### src/rtl/mem_wb_pkg.sv
// MEM->WB stage shared definitions.
// Default widths and the writeback entry layout.
package mem_wb_pkg;

  localparam int DEF_DATA_W = 32;
  localparam int DEF_DIR_W  = 32;
  localparam int DEF_CNT_W  = 16;

  typedef struct packed {
    logic                  we;
    logic [DEF_DATA_W-1:0] data;
    logic [DEF_DIR_W-1:0]  dir;
  } wb_entry_t;

endpackage

### src/rtl/mem_wb_slot.sv
// One valid+payload register of the MEM->WB stage.
// Clear wins over load so a flush drops a same-cycle load.
module mem_wb_slot #(
  parameter int W = 1
) (
  input  logic         clk,
  input  logic         rst,
  input  logic         load,
  input  logic         clear,
  input  logic [W-1:0] d,
  output logic         valid,
  output logic [W-1:0] q
);

  always_ff @(posedge clk) begin
    if (rst) begin
      valid <= 1'b0;
      q     <= '0;
    end else if (clear) begin
      valid <= 1'b0;
    end else if (load) begin
      valid <= 1'b1;
      q     <= d;
    end
  end

endmodule

### src/rtl/mem_wb_stage.sv
// MEM->WB pipeline register with valid/ready handshake,
// flush, optional skid slot and a back-pressure counter.
module mem_wb_stage
  import mem_wb_pkg::*;
#(
  parameter int DATA_W = DEF_DATA_W,
  parameter int DIR_W  = DEF_DIR_W,
  parameter bit SKID   = 1'b1,
  parameter int CNT_W  = DEF_CNT_W
) (
  input  logic              clk,
  input  logic              rst,
  input  logic              flush,
  input  logic              in_valid,
  output logic              in_ready,
  input  logic              in_we,
  input  logic [DATA_W-1:0] in_data,
  input  logic [DIR_W-1:0]  in_dir,
  output logic              out_valid,
  input  logic              out_ready,
  output logic              out_we,
  output logic [DATA_W-1:0] out_data,
  output logic [DIR_W-1:0]  out_dir,
  output logic [CNT_W-1:0]  stall_cnt
);

  localparam int W = 1 + DATA_W + DIR_W;
  localparam logic [CNT_W-1:0] CNT_MAX = '1;

  logic         accept;
  logic         drain;
  logic [W-1:0] in_pack;
  logic         main_valid;
  logic         main_load;
  logic         main_clear;
  logic [W-1:0] main_d;
  logic [W-1:0] main_q;

  assign in_pack = {in_we, in_data, in_dir};
  assign accept  = in_valid & in_ready;
  assign drain   = main_valid & out_ready;

  // Main empties on drain unless refilled the same edge.
  assign main_clear = flush | (drain & ~main_load);

  generate
    if (SKID) begin : g_skid
      logic         skid_valid;
      logic [W-1:0] skid_q;
      logic         skid_load;
      logic         skid_clear;

      assign in_ready   = ~skid_valid;
      assign main_load  = skid_valid ? drain
                                     : accept & (~main_valid | drain);
      assign main_d     = skid_valid ? skid_q : in_pack;
      assign skid_load  = accept & main_valid & ~drain;
      assign skid_clear = flush | (skid_valid & drain);

      mem_wb_slot #(.W(W)) u_skid (
        .clk   (clk),
        .rst   (rst),
        .load  (skid_load),
        .clear (skid_clear),
        .d     (in_pack),
        .valid (skid_valid),
        .q     (skid_q)
      );
    end else begin : g_single
      assign in_ready  = ~main_valid | out_ready;
      assign main_load = accept;
      assign main_d    = in_pack;
    end
  endgenerate

  mem_wb_slot #(.W(W)) u_main (
    .clk   (clk),
    .rst   (rst),
    .load  (main_load),
    .clear (main_clear),
    .d     (main_d),
    .valid (main_valid),
    .q     (main_q)
  );

  assign out_valid = main_valid;
  assign out_we    = main_valid & main_q[W-1];
  assign out_data  = main_q[DATA_W+DIR_W-1:DIR_W];
  assign out_dir   = main_q[DIR_W-1:0];

  always_ff @(posedge clk) begin
    if (rst) begin
      stall_cnt <= '0;
    end else if (main_valid & ~out_ready & (stall_cnt != CNT_MAX)) begin
      stall_cnt <= stall_cnt + 1'b1;
    end
  end

endmodule

### config.mk
export PLATFORM = sky130hd
export DESIGN_NAME = mem_wb_stage
export DESIGN_NICKNAME = d
export VERILOG_FILES = /design/src/rtl/mem_wb_pkg.sv /design/src/rtl/mem_wb_slot.sv /design/src/rtl/mem_wb_stage.sv
export SDC_FILE = /design/constraint.sdc
export NUM_CORES = 1
export LEC_CHECK = 0
export BUFFER_PORTS_ARGS = -buffer_cell sky130_fd_sc_hd__buf_2
export CAP_MARGIN = 40
export CORE_MARGIN = 2
export CORE_UTILIZATION = 48
export DETAILED_ROUTE_END_ITERATION = 16
export PLACE_DENSITY = 0.8
export REMOVE_ABC_BUFFERS = 1
export SLEW_MARGIN = 10
export SYNTH_ARGS = -nofsm -noshare
export SYNTH_HDL_FRONTEND = slang
export SYNTH_SLANG_ARGS = --single-unit
### constraint.sdc
create_clock -name clk -period 1.7 [get_ports clk]
set_input_delay 0.17 -clock clk [delete_from_list [all_inputs] [get_ports clk]]
set_output_delay 0.17 -clock clk [all_outputs]
set_load 0.05 [all_outputs]
Word level (Yosys, flattened, before mapping):

Index checks and enable logic that the tools add are counted.

* logic and storage cells: 33
* bits in registers: 148
* output and inout port bits: 83
* input port bits: 70

* reductions and logical operators: 4
* mux-type cells: 2
* equal/unequal tests: 1
* add/sub/neg operators: 1
* bitwise operators: 20

Operator list (count)
* 65-bit two-way mux: 1
* 16-bit by 1-bit adder with 16-bit output (second input constant): 1
* 16-bit inequality test (second input constant): 1
* 1-bit bitwise AND: 10
* 1-bit inverter: 7
* 2-bit AND reduction: 2
* 2-bit OR reduction: 2
* 1-bit OR: 3
* 1-bit two-way mux: 1

Logic depth before layout (Yosys ltp):

Gate-level depths: netlist of the first run.

* word-level depth: 9
* gate-level depth with buffers: 7
* gate-level depth less buffers: 5

Cells and area by module:

Synthesis of the first run repeated with hierarchy kept, for this count alone.

* cells, all modules: 776
* area total of the unflattened synthesis: 7946.4 µm²

Modules (own cells, without submodules)
* mem_wb_slot: instances 2, cells each 299, area an instance 3141.8 µm², seq. area each 1321.3 µm²
* mem_wb_stage: instances 1, cells each 178, area an instance 1662.8 µm², seq. area each 320.3 µm²

Least setup slack after synthesis of the first run:

Ideal clock, no wire load.

* kind: reg2reg
* start point: register stall_cnt[0]
* end point: register stall_cnt[1]
* stages on the path, launching flop included: 8
* arrival: 2.200 ns
* library setup time: 0.070 ns
* data required time: 1.630 ns
* period minus slack after synthesis: 2.270 ns
* slack: -0.570 ns
* path buffers: 2
* cell sequence: dfxtp_1 ha_1 nand3_1 nor4_2 buf_2 buf_2 o21ai_0 a21oi_1

* longest elaborated chain between the ends: 2
* elaborated cells between the ends (all ways): 3
* those cells by class: 1 x add/sub; 1 x eq/ne; 1 x bitwise

RTL lines
* start, declared: line mem_wb_stage.sv:24 `output logic [CNT_W-1:0] stall_cnt`
* start signal, assigned: line mem_wb_stage.sv:95 `stall_cnt <= stall_cnt + 1'b1;`
* branches (longest 2 deep; another with 16-bit by 1-bit adder with 16-bit output)

Several ways; the timed one is not identified.
A chain may end at the register's enable or synchronous reset.

Final worst setup path of the first run:

* start point: register stall_cnt[4]
* end point: register stall_cnt[15]

Same word-level chain as after synthesis.

==> metrics.md, run 1 <==
| Metric | Value |
|---|---|
| Status | finished clean |
| Post-Synth XOR/XNOR Area | 0% |
| Via density per instance | 5.35 |
| Skew-Pair Late Insertion Delay | 0.42 ns |
| Post-synthesis instance area | 6430 µm² |
| Type of the worst setup path | register to register |
| Relative slew slack | 69.9% |
| Final GP Congestion | 0.858 |
| Initial Util | 49.0% |
| Port bufs | 152 |
| TritonCTS clock tree | done |
| Pwr/cell area | 974 nW/µm² |
| GRT Total Usage | 22.2% |
| Largest cells by area after synthesis | dfxtp_1, mux2i_1, a211oi_1, nand2_1, buf_4 |
| Minimum clock period | 1.70 ns |
| Final Setup Violations | 0 |
| Setup_tns | 0 ns |
| Die W | 120 µm |
| # rows | 42 |
| Final Skew | 0.00600 ns |
| Synth Area in Compound Gates | 15.8% |
| Largest net degree at the start of global routing | 69 |
| Die height | 120 µm |
| Final core utilization | 64.4% |
| Largest family of logic cells by synthesized area | simple AND/OR/NAND/NOR gates |
| Critical path arrival | 2.05 ns |
| CTS Buffer Depth | 2 |
| Worst-path cell chain | nand4_4, or4_4, or4_4, a21oi_2 |
| Synth warnings | 0 |
| Number of global-route vias before repair | 5393 |
| Post-route insts no fill | 1087 |
| Drt first pass iters | 5 |
| Final wirelength | 16900 µm |
| Max VDD drop | 799 µV |
| #FFs+latches synth | 148 |
| CTS Buf Count | 17 |
| Share of layout cells above drive strength 1 | 28.6% |
| Clock transition at the registers of the reported paths | 0.06 ns |
| # clock sinks | 148 |
| Grt ovf | 0 |
| Distinct cells, synth | 36 |
| Syn_area_per_cell | 8.57 µm² |
| First-iteration detailed-routing DRC count | 398 |
| DP Cell Count | 993 |
| Worst Tran Pin Value | 0.451 ns |
| Post-synthesis cell type with the largest combined area | dfxtp_1 |
| Dpl hpwl | 9390 µm |
| Top Ports | 153 |
| Post-Synth Adder-Cell Area | 0.195% |
| Unrepaired setup endpoints after global routing | yes |
| Die area | 14300 µm² |
| Hold Vio Cnt, Final | 0 |
| Max incr delay on CP | 0.54 ns |
| Layout area overhead | 31.6% |
| Max Cap Viol | 0 |
| Hold Crit Class | input port to register |
| Cells after synthesis | 750 |
| CTS H-tree depth | 4 |
| Hold WS | 0.0107 ns |
| Tcrit/Tclk final | 99.8% |
| Synth top area share | 46.1% |
| Avg WL per Cell | 15.6 µm |
| Setup crit end kind | register |
| Required time worst endpoint | 2.06 ns |
| Crit path max-delay cell type | or4_4 |
| Crit start category | register |
| Max Clk Rate | 589 MHz |
| Register area share after synthesis | 46.1% |
| Worst-case reg-to-reg path depth | 4 |
| Root Buffer | clkbuf_16 |
| Vias | 5819 |
| Leakage | 3.24 nW |
| Max FO, Critical Path | 3 |
| ANT cells | 0 |
| Antenna violations before repair | 0 |
| DRC | 0 |
| First-pass GRT wire length | 25400 µm |
| WHS Path Cells | 3 |
| Fin nets | 971 |
| Antenna-violating nets left | 0 |
| Multiplexer share of the synthesized area | 10.3% |
| Total core area | 13100 µm² |
| Crit path top cell by count | or4_4 |
| Fin. max-slew vios | 0 |
| Simple-gate share of the synthesized area | 16.5% |
==> through the flow <==
step	area [µm²]	worst slack (ns)	total power, mW
floorplan	5730	-8.60	4.41
global placement	7110	0.00273	4.73
detailed placement	7110	-0.0748	4.74
CTS	8250	0.00119	8.24
global route	8460	-0.0385	8.53
finish	8460	0.00258	8.24
==> what timing repair did <==
| item | in CTS | in global routing |
|---|---|---|
| setup buffers | 1 | 5 |
| cloned | 1 | 3 |
| setup endpoints to repair | 9 | 40 |
| hold buffers | 54 | 0 |
| endpoints found under the hold margin | 54 | 0 |
| resized for setup | 12 | 24 |
| pin swaps | 2 | 6 |
==> kinds of logic (layout without fill, tap and decap cells) <==
logic type,count (synthesis),after routing
compound gates,163,163
buf+inv,124,285
fa+ha+maj,1,1
mux,66,66
flops,148,148
simple gates,248,248
==> synthesized netlist by cell type (all sizes together) <==
master	n
clkbuf	42
o21ai	5
nand2	134
nand4	7
nor2b	2
a2111oi	1
ha	1
nand3	8
mux2i	65
and3	1
inv	3
or4b	1
nand4b	1
a21oi	79
buf	79
a211oi	68
nor4	3
nand3b	1
o41ai	1
nor3	3
dfxtp	148
and2	1
o31ai	7
or2	2
mux2	1
or3	3
nand2b	2
nor2	70
or4	8
and4	1
a31oi	2
==> registers in the layout, indices dropped and copies added (netlist names) <==
name                 flops
u_main.q                65
u_main.valid             1
g_skid.u_skid.valid      1
g_skid.u_skid.q         65
stall_cnt               16
==> routing by layer <==
metal | routed length [µm] | GRT usage, % | vias to the layer above
met3 | 1110 | 7.08 | 29
li1 | - | - | 2843
met5 | 0 | 0 | -
met4 | 267 | 7.43 | 0
met1 | 7310 | 27.4 | 2758
met2 | 8250 | 36.6 | 189
==> critical path: cells and delay by family (launching register included) <==
kind / cells / cell delay (ns)
AO/OA/AOI/OAI: 1 / 0.13
AND/OR/NAND/NOR: 3 / 1.15
flip-flops: 1 / 0.35
==> worst paths after layout <==
path                            start             endpoint  slack [ns]
setup / recovery         stall_cnt[4]        stall_cnt[15]       0.003
hold / removal             in_data[9]  g_skid.u_skid.q[41]        0.01
hold reg to reg   g_skid.u_skid.q[11]  g_skid.u_skid.q[11]        0.45
setup reg to reg         stall_cnt[4]        stall_cnt[15]       0.003
==> cell type report <==
type | instances | area, µm²
inverters | 3 | 11.3
repair buffers | 252 | 1850
multi-input cells | 478 | 2870
fillers | 1070 | 4670
flip-flops and latches | 148 | 2980
well taps | 176 | 220
clock inverters | 4 | 22.5
clock buffers | 26 | 509
==> cells in the final DEF, fill, tap and decap left out, types with 2 or more instances in the layout <==
cell,n
buf_2,151
a21oi_1,76
nor2_1,70
or4_1,6
nand2_1,134
clkinv_2,3
nor3_1,2
or4_4,2
nand3_1,7
buf_4,31
clkbuf_16,20
a211oi_1,63
o31ai_1,6
a211oi_2,4
nand4_1,6
buf_6,3
inv_1,3
clkbuf_8,5
a31oi_1,2
dfxtp_2,12
o21ai_0,5
buf_16,2
dlygate4sd3_1,54
a21oi_2,3
buf_12,8
clkbuf_1,4
dfxtp_1,135
or3_1,2
mux2i_1,65
==> where the power goes <==
part           internal, mW  switching, mW  total [mW]
clock                  2.03           1.37        3.41
combinational         0.409          0.765        1.17
sequential             3.59         0.0675        3.66
total                  6.04           2.21        8.24
No activity file was read; power rests on OpenSTA's default activity.
==> run 2, diff against run 1 <==
--- a/config.mk
+++ b/config.mk
@@ -5,11 +5,11 @@
 export SDC_FILE = /design/constraint.sdc
 export NUM_CORES = 1
 export LEC_CHECK = 0
-export BUFFER_PORTS_ARGS = -buffer_cell sky130_fd_sc_hd__buf_2
 export CAP_MARGIN = 40
 export CORE_MARGIN = 2
-export CORE_UTILIZATION = 48
+export CORE_UTILIZATION = 57
 export DETAILED_ROUTE_END_ITERATION = 16
+export DONT_BUFFER_PORTS = 1
 export PLACE_DENSITY = 0.8
 export REMOVE_ABC_BUFFERS = 1
 export SLEW_MARGIN = 10
==> run 2 against run 1 <==
  * The run now ends with negative hold slack left
  * Combinational power decreased by 16%
  * Clock-buffer cell count decreased by 3
  * Design area decreased by 9.0%
  * Flip-flop and latch count unchanged
  * Clock power increased by 9.7%
  * Largest power group is now clock
==> metrics.md, run 2 (synthesized netlist as in run 1, its figures left out) <==
| Metric | Value |
|---|---|
| Max Cap Viol | 0 (unchanged) |
| Die W | 110 µm (was 120 µm) |
| Leakage | 2.73 nW (was 3.24 nW) |
| Antenna-violating nets left | 0 (unchanged) |
| Crit start category | register (unchanged) |
| Max FO, Critical Path | 6 (was 3) |
| Vias | 5218 (was 5819) |
| Skew-Pair Late Insertion Delay | 0.42 ns (about the same) |
| Sw frac | 25.1% (was 26.8%) |
| Hold Buf Count CTS | 1 (was 54) |
| Via density per instance | 5.69 (was 5.35) |
| Type of the worst setup path | register to register (unchanged) |
| Most frequent cells in the layout | dfxtp_1, nand2_1, buf_4, a21oi_1, nor2_1 (was buf_2, dfxtp_1, nand2_1, a21oi_1, nor2_1) |
| Pwr/cell area | 1080 nW/µm² (was 974 nW/µm²) |
| Antenna violations before repair | 0 (unchanged) |
| Status | complete, but fails checks (was finished clean) |
| Worst-path cell chain | buf_6, nand4_1, nor4_4, buf_6, buf_4, o41ai_1, a21oi_2 (was nand4_4, or4_4, or4_4, a21oi_2) |
| Fin. max-slew vios | 0 (unchanged) |
| Clock transition at the registers of the reported paths | 0.06 ns (about the same) |
| Setup_tns | 0 ns (unchanged) |
| # rows | 38 (was 42) |
| Port bufs | 0 (was 152) |
| Reg power frac | 43.5% (was 44.4%) |
| Most common cell after layout, fill and taps aside | dfxtp_1 (was buf_2) |
| Crit path max-delay cell type | o41ai_1 (was or4_4) |
| Avg WL per Cell | 17.4 µm (was 15.6 µm) |
| CTS H-tree depth | 4 (unchanged) |
| Failing checks | negative hold slack |
| TritonCTS clock tree | done (unchanged) |
| Number of global-route vias before repair | 5233 (was 5393) |
| CTS Buffer Depth | 2 (unchanged) |
| Hold path startpoint | rst (was in_data[9]) |
| Critical path arrival | 1.96 ns (was 2.05 ns) |
| Int Pwr | 6.25 mW (was 6.04 mW) |
| ANT cells | 0 (unchanged) |
| CTS Buf Count | 17 (unchanged) |
| Relative slew slack | 67.8% (was 69.9%) |
| Unrepaired setup endpoints after global routing | yes (unchanged) |
| Total core area | 10900 µm² (was 13100 µm²) |
| R2r setup slk | 0.03 ns (was 0.003 ns) |
| First-iteration detailed-routing DRC count | 386 (was 398) |
| Top Ports | 153 (unchanged) |
| Worst r2r src | stall_cnt[8] (was stall_cnt[4]) |
| Crit path launch | stall_cnt[8] (was stall_cnt[4]) |
| Clock power share | 44.7% (was 41.4%) |
| Hold Crit Class | input port to register (unchanged) |
| Fin nets | 836 (was 971) |
| GRT Total Usage | 26.3% (was 22.2%) |
| Switching pwr | 2.10 mW (was 2.21 mW) |
| Initial Util | 58.8% (was 49.0%) |
| DRC | 0 (unchanged) |
| Hold Vio Cnt, Final | 147 (was 0) |
| Final Setup Violations | 0 (unchanged) |
| Die area | 12100 µm² (was 14300 µm²) |
| Die height | 110 µm (was 120 µm) |
| Max Clk Rate | 597 MHz (was 589 MHz) |
| Share of layout cells above drive strength 1 | 23.8% (was 28.6%) |
| Drt first pass iters | 4 (was 5) |
| Tcrit/Tclk final | 98.5% (was 99.8%) |
| Root Buffer | clkbuf_16 (unchanged) |
| Max VDD drop | 1020 µV (was 799 µV) |
| Combinational fraction of design power | 11.7% (was 14.2%) |
| Grt ovf | 0 (unchanged) |
| Largest regs | g_skid.u_skid.q: 65 flops, u_main.q: 65 flops, stall_cnt: 16 flops (unchanged) |
| Setup crit end kind | register (unchanged) |
| Max incr delay on CP | 0.47 ns (was 0.54 ns) |
| Layout area overhead | 19.8% (was 31.6%) |
| Hold WS | -0.186 ns (was 0.0107 ns) |
| Final Skew | 0.0122 ns (was 0.00600 ns) |
| Required time worst endpoint | 1.99 ns (was 2.06 ns) |
| Crit path top cell by count | buf_6 (was or4_4) |
| Largest net degree at the start of global routing | 150 (was 69) |
| Worst Tran Pin Value | 0.477 ns (was 0.451 ns) |
| Final wirelength | 15900 µm (was 16900 µm) |
| Final GP Congestion | 0.870 (was 0.858) |
| First-pass GRT wire length | 24800 µm (was 25400 µm) |
| Dpl hpwl | 9540 µm (was 9390 µm) |
| Minimum clock period | 1.67 ns (was 1.70 ns) |
| # clock sinks | 148 (unchanged) |
## run 2: cell types whose count changed in the layout (fill, tap and decap cells not counted), moves of 3 or more
cell	before	now
buf_2	151	1
dlygate4sd3_1	54	1
clkbuf_1	4	1
buf_6	3	7
dfxtp_2	12	9
buf_4	31	99
## run 2: per-layer routing
| layer | vias to the layer above | GRT usage (%) | part of all wire [%] |
|---|---|---|---|
| li1 | 2570 | - | - |
| met1 | 2457 | 29.3 | 40 |
| met2 | 168 | 45.2 | 50 |
| met3 | 23 | 10.4 | 8.5 |
| met4 | 0 | 10.3 | 1.5 |
| met5 | - | 0 | 0 |
## run 2: layout make-up
type / instances / area (µm²)
Fill cell: 822 / 3230
Sequential cell: 148 / 2990
Multi-Input combinational cell: 478 / 2880
Timing Repair Buffer: 117 / 1050
Clock buffer: 23 / 498
Tap cell: 140 / 175
Clock inverter: 8 / 97.6
Inverter: 3 / 15.0
## run 2: stage by stage
step / cell area [µm²] / total power [mW] / util (%) / instances / setup WS, ns
final: 7700 / 8.35 / 70.4 / 917 / 0.0263
after global routing: 7700 / 8.60 / 70.4 / 917 / -0.0190
after CTS: 7540 / 8.39 / 69.0 / 914 / -0.0156
after detailed placement: 6800 / 4.63 / 62.2 / 878 / -0.0678
after global placement: 6800 / 4.61 / 62.2 / 878 / -0.00884
after floorplan: 5730 / 4.41 / - / 629 / -8.60
## run 2: worst max-delay path: cells and delay by family, from the launching register on
kind	cells	cell delay [ns]
flops	1	0.32
simple gates	2	0.26
compound gates	2	0.57
buf+inv	3	0.40
## run 2: path summary, 6_finish.rpt
check	end	cells after the start
max	stall_cnt[7]	7
min	g_skid.u_skid.q[36]	1
max reg2reg	stall_cnt[7]	7
min reg2reg	g_skid.u_skid.q[43]	2
## run 2: timing repair
action / CTS / global route
setup endpoints to repair: 13 / 57
gates resized for setup: 18 / 29
pin swaps: 2 / 8
setup buffers: 2 / 1
endpoints found under the hold margin: 147 / 147
cloned: 2 / 2
## run 2: power by group through the flow
stage	Sequential, mW	Combinational [mW]	Clock (mW)
after floorplan	4.11	0.293	0
after global placement	3.70	0.902	0
after detailed placement	3.71	0.921	0
after CTS	3.64	0.968	3.79
after global routing	3.64	1.04	3.92
final	3.63	0.981	3.74
